## config.mk

```make
export PLATFORM = sky130hd
export DESIGN_NAME = l2_arbiter
export DESIGN_NICKNAME = d
export VERILOG_FILES = /design/src/rtl/l2_arb_types.sv /design/src/rtl/arb_rr_pick.sv /design/src/rtl/l2_arbiter.sv
export SDC_FILE = /design/constraint.sdc
export NUM_CORES = 1
export LEC_CHECK = 0
export CORE_AREA = 2 2 548 550
export CTS_CLUSTER_SIZE = 10
export DETAILED_ROUTE_END_ITERATION = 7
export DIE_AREA = 0 0 550 552
export GPL_ROUTABILITY_DRIVEN = 1
export GPL_TIMING_DRIVEN = 0
export PLACE_DENSITY = 0.3
export SYNTH_ARGS = -nofsm -noshare
export SYNTH_HDL_FRONTEND = slang
export SYNTH_HIERARCHICAL = 1
export SYNTH_SLANG_ARGS = --single-unit
```

## constraint.sdc

```tcl
create_clock -name clk -period 3.5 [get_ports clk]
set_clock_uncertainty 0.05 [all_clocks]
set_input_delay 1.05 -clock clk [delete_from_list [all_inputs] [get_ports clk]]
set_output_delay 1.05 -clock clk [all_outputs]
set_load 0.01 [all_outputs]
```

## src/rtl/l2_arb_types.sv

```systemverilog
// Shared types and defaults for the L2 port arbiter.
package l2_arb_types;

  localparam int unsigned ADDR_W_DEF = 32;
  localparam int unsigned LINE_W_DEF = 256;

  typedef logic [1:0] arb_state_t;
  localparam arb_state_t IDLE    = 2'd0;
  localparam arb_state_t SERVE_I = 2'd1;
  localparam arb_state_t SERVE_D = 2'd2;

  typedef enum logic {
    OP_READ,
    OP_WRITE
  } arb_op_t;

endpackage

```

## src/rtl/arb_rr_pick.sv

```systemverilog
// Two-way chooser between the L1I and L1D requests: round-robin or fixed D priority.
module arb_rr_pick #(
  parameter int unsigned D_PRIORITY = 0
) (
  input  logic i_req,
  input  logic d_req,
  input  logic last_served_d,  // 1 = D side was granted most recently
  output logic grant_i,
  output logic grant_d
);

  always_comb begin
    grant_i = 1'b0;
    grant_d = 1'b0;
    if (i_req && d_req) begin
      if ((D_PRIORITY != 0) || !last_served_d) begin
        grant_d = 1'b1;
      end else begin
        grant_i = 1'b1;
      end
    end else begin
      grant_i = i_req;
      grant_d = d_req;
    end
  end

endmodule

```

## src/rtl/l2_arbiter.sv

```systemverilog
// Serializes L1I and L1D line transactions onto the single L2 port, one at a time,
// and exports grant/contention strobes for the performance counters.
module l2_arbiter
  import l2_arb_types::*;
#(
  parameter int unsigned ADDR_W     = ADDR_W_DEF,
  parameter int unsigned LINE_W     = LINE_W_DEF,
  parameter int unsigned D_PRIORITY = 0
) (
  input  logic              clk,
  input  logic              rst,
  input  logic              i_read,
  input  logic [ADDR_W-1:0] i_address,
  output logic [LINE_W-1:0] i_rdata,
  output logic              i_resp,
  input  logic              d_read,
  input  logic              d_write,
  input  logic [ADDR_W-1:0] d_address,
  input  logic [LINE_W-1:0] d_wdata,
  output logic [LINE_W-1:0] d_rdata,
  output logic              d_resp,
  output logic              l2_read,
  output logic              l2_write,
  output logic [ADDR_W-1:0] l2_address,
  output logic [LINE_W-1:0] l2_wdata,
  input  logic [LINE_W-1:0] l2_rdata,
  input  logic              l2_resp,
  output logic              busy,
  output logic              i_grant_pulse,
  output logic              d_grant_pulse,
  output logic              contention_pulse
);

  arb_state_t        state_q, state_d;
  arb_op_t           op_q, op_d;
  logic              last_d_q, last_d_d;
  logic [ADDR_W-1:0] addr_q, addr_d;
  logic [LINE_W-1:0] wdata_q, wdata_d;
  logic              i_grant_q, i_grant_d;
  logic              d_grant_q, d_grant_d;
  logic              cont_q, cont_d;

  logic i_req, d_req, grant_i, grant_d;

  assign i_req = i_read;
  assign d_req = d_read | d_write;

  arb_rr_pick #(
    .D_PRIORITY(D_PRIORITY)
  ) u_pick (
    .i_req        (i_req),
    .d_req        (d_req),
    .last_served_d(last_d_q),
    .grant_i      (grant_i),
    .grant_d      (grant_d)
  );

  always_comb begin
    state_d   = state_q;
    op_d      = op_q;
    last_d_d  = last_d_q;
    addr_d    = addr_q;
    wdata_d   = wdata_q;
    i_grant_d = 1'b0;
    d_grant_d = 1'b0;
    cont_d    = 1'b0;
    case (state_q)
      IDLE: begin
        cont_d = i_req & d_req;
        if (grant_i) begin
          state_d   = SERVE_I;
          op_d      = OP_READ;
          addr_d    = i_address;
          last_d_d  = 1'b0;
          i_grant_d = 1'b1;
        end else if (grant_d) begin
          state_d   = SERVE_D;
          // Both d_read and d_write high is resolved as a writeback.
          op_d      = d_write ? OP_WRITE : OP_READ;
          addr_d    = d_address;
          wdata_d   = d_wdata;
          last_d_d  = 1'b1;
          d_grant_d = 1'b1;
        end
      end
      SERVE_I, SERVE_D: begin
        if (l2_resp) begin
          state_d = IDLE;
        end
      end
      default: state_d = IDLE;
    endcase
  end

  always_ff @(posedge clk) begin
    if (rst) begin
      state_q   <= IDLE;
      op_q      <= OP_READ;
      last_d_q  <= 1'b1;
      addr_q    <= '0;
      wdata_q   <= '0;
      i_grant_q <= 1'b0;
      d_grant_q <= 1'b0;
      cont_q    <= 1'b0;
    end else begin
      state_q   <= state_d;
      op_q      <= op_d;
      last_d_q  <= last_d_d;
      addr_q    <= addr_d;
      wdata_q   <= wdata_d;
      i_grant_q <= i_grant_d;
      d_grant_q <= d_grant_d;
      cont_q    <= cont_d;
    end
  end

  assign busy             = (state_q != IDLE);
  assign l2_read          = busy && (op_q == OP_READ);
  assign l2_write         = busy && (op_q == OP_WRITE);
  assign l2_address       = addr_q;
  assign l2_wdata         = wdata_q;
  assign i_resp           = (state_q == SERVE_I) && l2_resp;
  assign d_resp           = (state_q == SERVE_D) && l2_resp;
  assign i_rdata          = i_resp ? l2_rdata : '0;
  assign d_rdata          = d_resp ? l2_rdata : '0;
  assign i_grant_pulse    = i_grant_q;
  assign d_grant_pulse    = d_grant_q;
  assign contention_pulse = cont_q;

  a_no_rw_both : assert property (@(posedge clk) disable iff (rst) !(d_read && d_write))
    else $error("l2_arbiter: d_read and d_write asserted together");

  a_no_resp_idle : assert property (@(posedge clk) disable iff (rst)
                                    !((state_q == IDLE) && l2_resp))
    else $error("l2_arbiter: l2_resp received while idle");

endmodule

```

After elaboration in Yosys (flattened, before gate mapping)
Index checks and enable logic that the tools add are counted.

operators by class
  eq/ne operators = 4
  muxes and demuxes = 19
  bitwise gates (word level) = 5
  reductions and logical operators = 14

operator list
  cell                number
  $mux 256            2
  $mux 32             2
  $mux 1              11
  $mux 2              3
  $logic_and 1x1->1   5
  $pmux 2 s2          1
  $reduce_and 2->1    2
  $reduce_bool 2->1   2
  $reduce_or 2->1     2
  $ne 3x3->1 const B  1
  $not 1->1           3
  $reduce_and 3->1    1
  $reduce_or 3->1     1
  $eq 2x1->1 const B  1
  $eq 2x2->1 const B  1
  $logic_not 2->1     1
  $ne 2x2->1 const B  1
  $and 1x1->1         1
  $or 1x1->1          1

word-level totals
  register bits after elaboration = 295
  input port bits = 582
  output and inout port bits = 808
  word-level logic and storage cells = 50

Logic depth before layout (Yosys ltp)
Gate-level depths: netlist (run 1).

  depth after elaboration = 6
  depth in mapped cells = 8
  depth with buffers taken out = 5

Cells and area by module
The synthesis (run 1) kept the hierarchy.

by module, submodules not included
  module       times used  cells an instance  area an instance (um^2)  sequential area each (um^2)
  l2_arbiter   1           1342               13060.0                  5905.7
  arb_rr_pick  1           3                  18.8                     0.0

Least setup slack after synthesis (run 1)
No wires, ideal clock.

  path type = input port to output port
  from = in l2_resp
  to = out i_rdata[100]
  data arrival time = 1895 ps
  required time = 2400 ps
  path slack = 505 ps
  cell stages on the path = 4
  buffers on the path = 3
  cell sequence = buf_2 clkbuf_1 clkbuf_1 and3_1

on the way
  word-level cells in the longest chain between the ends = 2

ends and longest elaborated chain
  element            RTL line           source
  start, declared    l2_arbiter.sv:27   input logic l2_resp,
  $logic_and 1x1->1  l2_arbiter.sv:122  assign i_resp = (state_q == SERVE_I) && l2_resp;
  $mux 256           l2_arbiter.sv:124  assign i_rdata = i_resp ? l2_rdata : '0;
  end, declared      l2_arbiter.sv:14   output logic [LINE_W-1:0] i_rdata,

No other way between the ends.

Worst setup path in the final report (run 1)
  from = in l2_rdata[113]
  to = out i_rdata[113]

on the way
  word-level cells in the longest chain between the ends = 1

ends and longest elaborated chain
  element          RTL line           source
  start, declared  l2_arbiter.sv:26   input logic [LINE_W-1:0] l2_rdata,
  $mux 256         l2_arbiter.sv:124

No other way between the ends.

==> impl_metrics.py, run 1 <==
metrics = {
    "route": {
        "drt_first_pass_iters": 7,
        "drt_iter0_markers": 1654,
        "avgViaCountPerCell": 2.87,
        "ant_nets": 0,
        "drcViolationCount": 0,
        "vias": 19600,
        "drt-total-wl_mm": 243,
        "wire_per_inst_um": 35.7,
    },
    "sta": {
        "setup_viol": 2,
        "min_period_ps": 3520,
        "maxSlewHeadroom_pct": 48.8,
        "finalHoldWorstSlack_ps": 412,
        "final_hold_viol_count": 0,
        "fin_crit_sh_pct": 100,
        "worstMarginPinSlew_ps": 768,
        "slew_violations": 0,
        "layout_setup_ws_ps": -15.7,
        "fmax_mhz": 284,
        "rsz0062_at_grt": "true",
    },
    "floorplanning": {
        "die_y_um": 552,
        "ios": 1390,
        "core-area_um2": 298000,
        "start_util_pct": 4.38,
        "dieArea_um2": 304000,
        "num_rows": 201,
        "die_x_um": 550,
    },
    "flow_run": {
        "drv_cap": 0,
    },
    "global_routing": {
        "grt_pass1_wl_mm": 286,
        "grt_antenna_before_repair": 175,
        "grt_overflow": 0,
        "grt_max_degree": 20,
        "grt_usage_pct": 15.3,
        "grt_pass1_vias": 19100,
    },
    "yosys": {
        "synthAdderAreaFrac_pct": 0.287,
        "synth_top_area_share_pct": 45.2,
        "synth_nets": 1930,
        "yosys_warnings": 6,
        "synth_top_family_by_area": "simple AND/OR/NAND/NOR gates",
        "yosys.area_share.simple_pct": 25.3,
        "yosysSeqAreaShare_pct": 45.2,
        "syn_area_um2": 13100,
        "yosys.area_share.xor_xnor_pct": 0,
        "yosysTopAreaCell": "dfxtp_1",
        "synth_cell_types": 26,
        "ys_ff_latch": 295,
        "synth_cells": 1345,
        "syn_area_per_cell_um2": 9.72,
        "muxShareOfSynthArea_pct": 2.45,
        "synth_area_leaders": "dfxtp_1 45%, and3_1 25%, a22o_1 17%",
        "synth_compound_area_share_pct": 19.8,
    },
    "final_layout": {
        "drive_gt1_share_pct": 18.5,
        "stdcell_area_um2": 33600,
        "area_growth_syn_to_layout_pct": 157,
        "layout.nets": 3380,
    },
    "setup_path": {
        "critPathKind": "in -> out",
        "path_max_fanout": 2,
        "required_ps": 2400,
        "startpoint_type": "input pin",
        "arrival_ps": 2420,
        "endpoint_kind": "primary output",
    },
    "power_and_ir_drop": {
        "p_leak_nw": 15.0,
        "ir_drop_mv": 0.260,
        "power_mw": 13.1,
        "powerDensity_nw_per_um2": 391,
    },
    "clock_tree": {
        "insertion_delay_ps": 600,
        "root_buffer": "clkbuf_16",
        "cts.sinks": 295,
        "cts_tree": "yes",
        "path_clk_slew_ps": 60,
        "cts_buffer_depth": 3,
        "htreeDepth": 2,
        "cts_inserted_buffers": 40,
    },
    "placement": {
        "io_buffers": 1388,
        "placed_cell_area_um2": 31900,
        "place.detailed.hpwl_mm": 222,
        "gp_congestion": 0.932,
    },
    "outcome": {
        "violations": "negative setup slack",
        "outcome": "finished with violations",
    },
    "hold_path": {
        "holdCritPathClass": "reg -> reg",
    },
}
power by group:
part / internal [mW] / leakage, nW / total, mW / switching, mW
clock: 2.50 / 0.635 / 4.27 / 1.77
sequential: 3.70 / 2.41 / 3.93 / 0.233
combinational: 2.10 / 11.9 / 4.93 / 2.83
total: 8.30 / 15.0 / 13.1 / 4.83
worst max-delay path, cell delays in order:
cell             delay, ps
clkdlybuf4s50_1        730
and3_1                 290
dlygate4sd2_1          350
cells in the final DEF, fill, tap and decap left out, types with 3 or more instances in the layout:
cell type,instances
a21oi_1,4
a22o_1,256
and2_1,3
and3_1,450
and3_2,19
and3_4,44
buf_12,4
buf_2,67
buf_4,28
buf_6,32
bufinv_16,3
clkbuf_1,37
clkbuf_16,59
clkbuf_2,134
clkbuf_4,31
clkbuf_8,23
clkdlybuf4s15_1,52
clkdlybuf4s15_2,57
clkdlybuf4s50_1,819
clkinv_2,3
dfxtp_1,293
diode_2,36
dlygate4sd2_1,295
dlymetal6s2s_1,7
mux2i_1,32
nand2b_1,3
nor2b_1,4
o2bb2ai_1,32
final timing paths:
path                              start                         end  cells after the start  slack [ps]
max                       l2_rdata[113]                i_rdata[113]                      3         -20
min          l2_address[4]$_SDFFE_PP0P_  l2_address[4]$_SDFFE_PP0P_                      1         410
max reg2reg     state_q[1]$_SDFFE_PP0P_  l2_wdata[230]$_SDFFE_PP0P_                      7         830
min reg2reg  l2_address[4]$_SDFFE_PP0P_  l2_address[4]$_SDFFE_PP0P_                      1         410
stage by stage:
step / util [%] / std cells / worst slack, ps / setup TNS [ps]
after CTS: 11.3 / 6774 / -174 / -10840
after global routing: 11.2 / 6786 / -16.0 / -168
after detailed placement: 10.7 / 6691 / -2330 / -767640
final: 11.3 / 6816 / -15.7 / -23.0
after floorplan: - / 1345 / 505 / 0
after global placement: 10.7 / 6691 / -2320 / -791490
cell families after synthesis:
logic type,Yosys count
AOI/OAI and AO/OA,299
buffers and inverters,186
muxes,32
and+or+nand+nor,530
adders and majority gates,3
DFF,295
repair_timing:
item / in CTS / in global routing
buffers inserted: 12 / 4
resized for setup: 1227 / 292
hold endpoints to repair: 0 / 0
endpoints found under the setup margin: 570 / 254
hold buffers: 0 / 0
gates cloned: 4 / 2
cells in the mapped netlist (all sizes together):
library cell	number
nand3	1
a211oi	1
nand2b	3
and3b	1
buf	43
dfxtp	295
and2	3
o2bb2ai	32
a21oi	4
nor2	3
inv	4
or2	2
and3	513
a21boi	2
nor2b	4
mux2i	32
a21o	1
ha	3
o21ai	2
clkbuf	139
a22o	256
a22oi	1
area by class of cell:
| type | instances | area, µm² |
|---|---|---|
| diodes | 36 | 90.1 |
| plain buffers | 180 | 1610 |
| clock buffers | 60 | 1160 |
| clock inverters | 9 | 139 |
| fillers | 34500 | 265000 |
| inverters | 4 | 17.5 |
| multi-input cells | 864 | 6530 |
| flip-flops and latches | 295 | 5910 |
| well taps | 3958 | 4950 |
| repair buffers | 1410 | 13200 |
flip-flops by register name (all words and copies together) (netlist names):
signal	cells
contention_pulse	1
state_q	2
l2_address	32
last_d_q	1
op_q	1
i_grant_pulse	1
d_grant_pulse	1
l2_wdata	256
metal layers:
layer  vias to the layer above  share of wire, %  GRT usage (%)
met4                        14               2.0           2.16
met1                      9662                45           20.6
met3                       261                12           6.80
met2                      1544                41           22.6
li1                       8099                 -              -
met5                         -             0.040              0
No activity file was read; power rests on OpenSTA's default activity.
==> inputs of run 2 (changes only) <==
--- a/config.mk
+++ b/config.mk
@@ -5,13 +5,15 @@
 export SDC_FILE = /design/constraint.sdc
 export NUM_CORES = 1
 export LEC_CHECK = 0
-export CORE_AREA = 2 2 548 550
+export CELL_PAD_IN_SITES_DETAIL_PLACEMENT = 1
+export CELL_PAD_IN_SITES_GLOBAL_PLACEMENT = 2
+export CORE_AREA = 2 2 537 539
 export CTS_CLUSTER_SIZE = 10
 export DETAILED_ROUTE_END_ITERATION = 7
-export DIE_AREA = 0 0 550 552
+export DIE_AREA = 0 0 539 541
 export GPL_ROUTABILITY_DRIVEN = 1
 export GPL_TIMING_DRIVEN = 0
-export PLACE_DENSITY = 0.3
+export PLACE_DENSITY = 0.39
 export SYNTH_ARGS = -nofsm -noshare
 export SYNTH_HDL_FRONTEND = slang
 export SYNTH_HIERARCHICAL = 1
==> run 2 against run 1 <==
Effect of this change: the run now ends clean; utilization is 0.61 points higher; sequential share of layout area is 0.23 points lower; global-route usage is 1.5 points lower; maximum frequency is 1.1% higher; design area is 1.3% higher; worst setup slack better by 40 ps; clock-buffer cell count stayed put; first-iteration DRC count is 36% lower; via count is 4.8% lower; routed wire length is 14% lower; clock power hardly changed; highest routed layer unchanged.
==> impl_metrics.py, run 2 (same netlist as run 1, synthesis figures left out) <==
metrics = {
    "flow_run": {
        "drv_cap": 0,
    },
    "global_routing": {
        "grt_pass1_wl_mm": 256,
        "grt_overflow": 0,
        "grt_pass1_vias": 19600,
        "grt_usage_pct": 13.8,
        "grt_max_degree": 13,
        "grt_antenna_before_repair": 114,
    },
    "route": {
        "ant_nets": 0,
        "vias": 18600,
        "wire_per_inst_um": 31.7,
        "drcViolationCount": 0,
        "drt-total-wl_mm": 210,
        "drt_iter0_markers": 1059,
        "avgViaCountPerCell": 2.81,
        "drt_first_pass_iters": 5,
    },
    "power_and_ir_drop": {
        "pwr-share-clk_pct": 32.8,
        "p_leak_nw": 16.1,
        "cell_internal_pwr_mw": 8.33,
        "ir_drop_mv": 0.290,
        "power.switching_mw": 4.63,
        "seq_power_share_pct": 30.6,
        "p_comb_share_pct": 36.6,
        "powerDensity_nw_per_um2": 381,
        "switching_share_pct": 35.7,
    },
    "floorplanning": {
        "dieArea_um2": 292000,
        "die_y_um": 541,
        "ios": 1390,
        "start_util_pct": 4.57,
        "num_rows": 197,
        "die_x_um": 539,
        "core-area_um2": 286000,
    },
    "setup_path": {
        "startpoint_type": "input pin",
        "critPathKind": "in -> out",
        "arrival_ps": 2380,
        "required_ps": 2400,
        "path_max_fanout": 2,
        "endpoint_kind": "primary output",
    },
    "clock_tree": {
        "htreeDepth": 2,
        "cts.sinks": 295,
        "cts_inserted_buffers": 41,
        "insertion_delay_ps": 550,
        "path_clk_slew_ps": 50,
        "cts_buffer_depth": 3,
        "cts_tree": "yes",
        "root_buffer": "clkbuf_16",
    },
    "hold_path": {
        "holdCritPathClass": "reg -> reg",
    },
    "sta": {
        "maxSlewHeadroom_pct": 41.2,
        "worstMarginPinSlew_ps": 882,
        "layout_setup_ws_ps": 24.1,
        "min_period_ps": 3480,
        "fin_crit_sh_pct": 99.3,
        "setup_viol": 0,
        "slew_violations": 0,
        "final_hold_viol_count": 0,
        "rsz0062_at_grt": "true",
        "fmax_mhz": 288,
        "finalHoldWorstSlack_ps": 416,
    },
    "placement": {
        "gp_congestion": 0.929,
        "dpl.cell_count": 6514,
        "placed_cell_area_um2": 31700,
        "place.detailed.hpwl_mm": 188,
        "dp_slack_ps": -2470,
        "io_buffers": 1388,
    },
    "final_layout": {
        "fillers": 33600,
        "layout.nets": 3387,
        "drive_gt1_share_pct": 12.1,
        "largest_reg_flops": 256,
        "fin_cells": 6641,
        "layout_common_cells": "854 x clkdlybuf4s50_1, 479 x and3_1, 450 x dlygate4sd2_1, 293 x dfxtp_1, 256 x a22o_1",
        "area_growth_syn_to_layout_pct": 160,
        "final_common_cell": "clkdlybuf4s50_1",
        "stdcell_area_um2": 34000,
    },
    "outcome": {
        "outcome": "complete, no violations",
    },
}
==> run 2: changes by cell type in the layout (fill, tap and decap cells not counted), sizes merged, moves of 2 or more <==
cell / before / now
dlygate4sd2: 295 / 450
clkbuf: 284 / 210
clkdlybuf4s15: 109 / 41
buf: 134 / 76
clkdlybuf4s50: 819 / 854
dlymetal6s2s: 7 / 25
diode: 36 / 28
clkdlybuf4s18: 2 / 0
clkinv: 5 / 7
clkinvlp: 0 / 2
==> run 2: worst max-delay path: stages <==
cell and delay, ps:
clkdlybuf4s15_1 500, and3_1 230, clkdlybuf4s50_1 580
==> run 2: worst paths after layout <==
path                                   start                    endpoint  slack, ps  cells past startpoint
setup / recovery                 l2_rdata[9]                  i_rdata[9]         20                      3
setup reg to reg       last_d_q$_SDFFE_PP1P_   l2_wdata[40]$_SDFFE_PP0P_       1050                      6
hold / removal    l2_address[2]$_SDFFE_PP0P_  l2_address[2]$_SDFFE_PP0P_        420                      1
hold reg to reg   l2_address[2]$_SDFFE_PP0P_  l2_address[2]$_SDFFE_PP0P_        420                      1
==> run 2: per-layer routing <==
layer	share of wire, %	wire (µm)	vias to the layer above	global-route usage, %
met5	0.15	312	-	0
li1	-	-	8053	-
met2	51	107000	1165	25.4
met4	2.3	4860	46	2.58
met3	11	22500	247	6.28
met1	36	75600	9132	14.3
==> run 2: layout make-up <==
class                           instances  area (µm²)  area share (%)
Timing Repair Buffer                 1414       13700            40.4
Multi-Input combinational cell        864        6380            18.8
Sequential cell                       295        5910            17.4
Tap cell                             3781        4730            13.9
Buffer                                182        1840            5.40
Clock buffer                           60        1160            3.40
Clock inverter                         13         164           0.482
Antenna cell                           28        70.1           0.206
Inverter                                4        15.0          0.0442
==> run 2: metrics by stage <==
stage / power [mW] / setup TNS (ps) / utilization, %
after floorplan: 5.21 / 0 / -
after global placement: 8.74 / -921340 / 11.1
after detailed placement: 8.72 / -847860 / 11.1
after CTS: 13.3 / -200 / 11.8
after global routing: 13.6 / -84.8 / 11.9
final: 13.0 / 0 / 11.9
==> run 2: power groups by stage <==
| stage | sequential, mW | clock, mW | combinational [mW] |
|---|---|---|---|
| after floorplan | 4.08 | 0 | 1.13 |
| after global placement | 4.03 | 0 | 4.71 |
| after detailed placement | 4.03 | 0 | 4.69 |
| after CTS | 3.97 | 4.45 | 4.92 |
| after global routing | 4.00 | 4.53 | 5.05 |
| final | 3.96 | 4.26 | 4.74 |
==> run 2: timing repair <==
action                     CTS  global route
setup endpoints to repair  673            82
resized for setup          948            58
hold buffers                 0             0
gates cloned                 5             0
setup buffers               17             4
pin swaps                    1             0
==> inputs of run 3 (changes only) <==
--- a/config.mk
+++ b/config.mk
@@ -13,7 +13,8 @@
 export DIE_AREA = 0 0 539 541
 export GPL_ROUTABILITY_DRIVEN = 1
 export GPL_TIMING_DRIVEN = 0
-export PLACE_DENSITY = 0.39
+export PLACE_DENSITY = 0.37
+export RECOVER_POWER = 50
 export SYNTH_ARGS = -nofsm -noshare
 export SYNTH_HDL_FRONTEND = slang
 export SYNTH_HIERARCHICAL = 1
==> run 3 against run 2 <==
Effect of this change: maximum frequency up 0.30%; die area unchanged; worst hold slack worse by 11 ps; highest routed layer unchanged; non-clock buffer count down 4; power down 1.2%.
==> impl_metrics.py, run 3 (same netlist as run 1, synthesis figures left out) <==
metrics = {
    "setup_path": {
        "path_max_fanout": 10,
        "arrival_ps": 2370,
        "required_ps": 2400,
        "endpoint_kind": "primary output",
        "worst-r2r-cell-count": 7,
        "timing.rr.start": "state_q[0]$_SDFFE_PP0P_",
        "critPathKind": "in -> out",
        "startpoint_type": "input pin",
        "worstReg2RegEnd": "l2_wdata[162]$_SDFFE_PP0P_",
        "r2r_slack_ps": 1060,
    },
    "sta": {
        "fmax_mhz": 289,
        "layout_setup_ws_ps": 34.5,
        "rsz0062_at_grt": "false",
        "maxSlewHeadroom_pct": 42.2,
        "setup_viol": 0,
        "finalSetupTns_ps": 0,
        "slew_violations": 0,
        "worstMarginPinSlew_ps": 867,
        "min_period_ps": 3470,
        "fin_crit_sh_pct": 99.0,
        "final_hold_viol_count": 0,
    },
    "floorplanning": {
        "dieArea_um2": 292000,
        "die_x_um": 539,
        "start_util_pct": 4.57,
        "num_rows": 197,
        "die_y_um": 541,
        "core-area_um2": 286000,
        "ios": 1390,
    },
    "route": {
        "vias": 18700,
        "ant_nets": 0,
        "drt_iter0_markers": 917,
        "wire_per_inst_um": 32.9,
        "drt_first_pass_iters": 5,
        "drcViolationCount": 0,
        "drt-total-wl_mm": 219,
        "avgViaCountPerCell": 2.81,
    },
    "placement": {
        "io_buffers": 1388,
        "dp_slack_ps": -1870,
        "place.detailed.hpwl_mm": 196,
        "placed_cell_area_um2": 31700,
        "gp_congestion": 0.907,
        "dpl.cell_count": 6514,
    },
    "hold_path": {
        "holdCritPathClass": "reg -> reg",
        "whs_endpoint": "l2_address[24]$_SDFFE_PP0P_",
        "hold_path_depth": 1,
        "min-delay-start": "l2_address[24]$_SDFFE_PP0P_",
    },
    "final_layout": {
        "final_util_pct": 11.8,
        "stdcell_area_um2": 33800,
        "drive_gt1_share_pct": 11.8,
        "fillers": 33500,
        "largest_reg_flops": 256,
        "layout.nets": 3384,
        "regArea_um2": 5910,
        "final_common_cell": "clkdlybuf4s50_1",
        "layout_common_cells": "563 x clkdlybuf4s50_1, 487 x and3_1, 435 x dlygate4sd2_1, 294 x dlygate4sd3_1, 293 x dfxtp_1",
        "fin_cells": 6641,
        "multi_input_area_um2": 6350,
        "area_growth_syn_to_layout_pct": 159,
    },
    "power_and_ir_drop": {
        "p_leak_nw": 16.6,
        "powerDensity_nw_per_um2": 379,
        "ir_drop_mv": 0.332,
    },
    "clock_tree": {
        "insertion_delay_ps": 570,
        "path_clk_slew_ps": 50,
        "htreeDepth": 2,
        "root_buffer": "clkbuf_16",
        "cts.sinks": 295,
        "cts_buffer_depth": 3,
        "cts_tree": "yes",
        "cts_inserted_buffers": 42,
    },
    "global_routing": {
        "grt_pass1_vias": 19500,
        "grt_antenna_before_repair": 167,
        "grt_usage_pct": 14.4,
        "grt_overflow": 0,
        "grt_max_degree": 14,
        "grt_pass1_wl_mm": 265,
    },
    "flow_run": {
        "drv_cap": 0,
    },
    "outcome": {
        "outcome": "complete, no violations",
    },
}
## run 3: changes by cell type in the layout (fill, tap and decap cells not counted), sizes merged, moves of 2 or more
cell	delta
buf	-7
clkdlybuf4s50	-291
clkbuf	+11
clkinvlp	+2
clkdlybuf4s25	+21
bufinv	-2
dlymetal6s2s	-12
dlygate4sd2	-15
clkinv	-2
clkdlybuf4s15	-5
diode	+5
dlygate4sd3	+294
## run 3: area by class of cell
type | count | area share (%)
Timing Repair Buffer | 1410 | 40.3
Multi-Input combinational cell | 864 | 18.8
Sequential cell | 295 | 17.5
Tap cell | 3781 | 14.0
Buffer | 182 | 5.29
Clock buffer | 60 | 3.49
Clock inverter | 12 | 0.381
Antenna cell | 33 | 0.244
Inverter | 4 | 0.0444
## run 3: how the worst max path moves through the flow
stage | start | endpoint | slack [ps] | depth (start not counted)
after floorplan | l2_resp | i_rdata[100] | 500 | 4
after global placement | l2_resp | d_rdata[8] | -2900 | 5
after detailed placement | l2_resp | i_rdata[115] | -1870 | 5
after CTS | state_q[1]$_SDFFE_PP0P_ | i_rdata[28] | -60 | 8
after global routing | d_write | l2_wdata[93]$_SDFFE_PP0P_ | 4 | 8
final | l2_resp | d_rdata[249] | 30 | 5
## run 3: per-stage QoR
| stage | total power [mW] | hold slack, ps |
|---|---|---|
| finish | 12.8 | 405 |
| detailed placement | 8.69 | 400 |
| global placement | 8.71 | 398 |
| floorplan | 5.21 | 441 |
| CTS | 13.3 | 419 |
| global route | 13.4 | 425 |
## run 3: metal layers
layer  routed length [µm]  vias up  GRT usage (%)
met4                 5840       68           2.96
met5                  472        -              0
li1                     -     8046              -
met1                80000     9009           15.1
met3                25600      328           7.32
met2               107000     1232           25.4
## run 3: what timing repair did
action	in CTS	in global routing
resized for setup	928	81
endpoints found under the setup margin	606	144
pin swaps	0	0
hold buffers	0	0
setup buffers	17	0
cloned	5	0
## run 3: power by group
group | internal, mW | total (mW) | switching (mW) | leakage [nW]
clock network | 2.36 | 4.26 | 1.90 | 0.627
registers | 3.70 | 3.97 | 0.267 | 2.41
logic | 2.04 | 4.57 | 2.53 | 13.5
## run 3: worst max-delay path, cell delays in order
cell           delay (ps)
buf_16                160
clkbuf_16             200
clkbuf_2              250
and3_1                280
dlygate4sd2_1         350
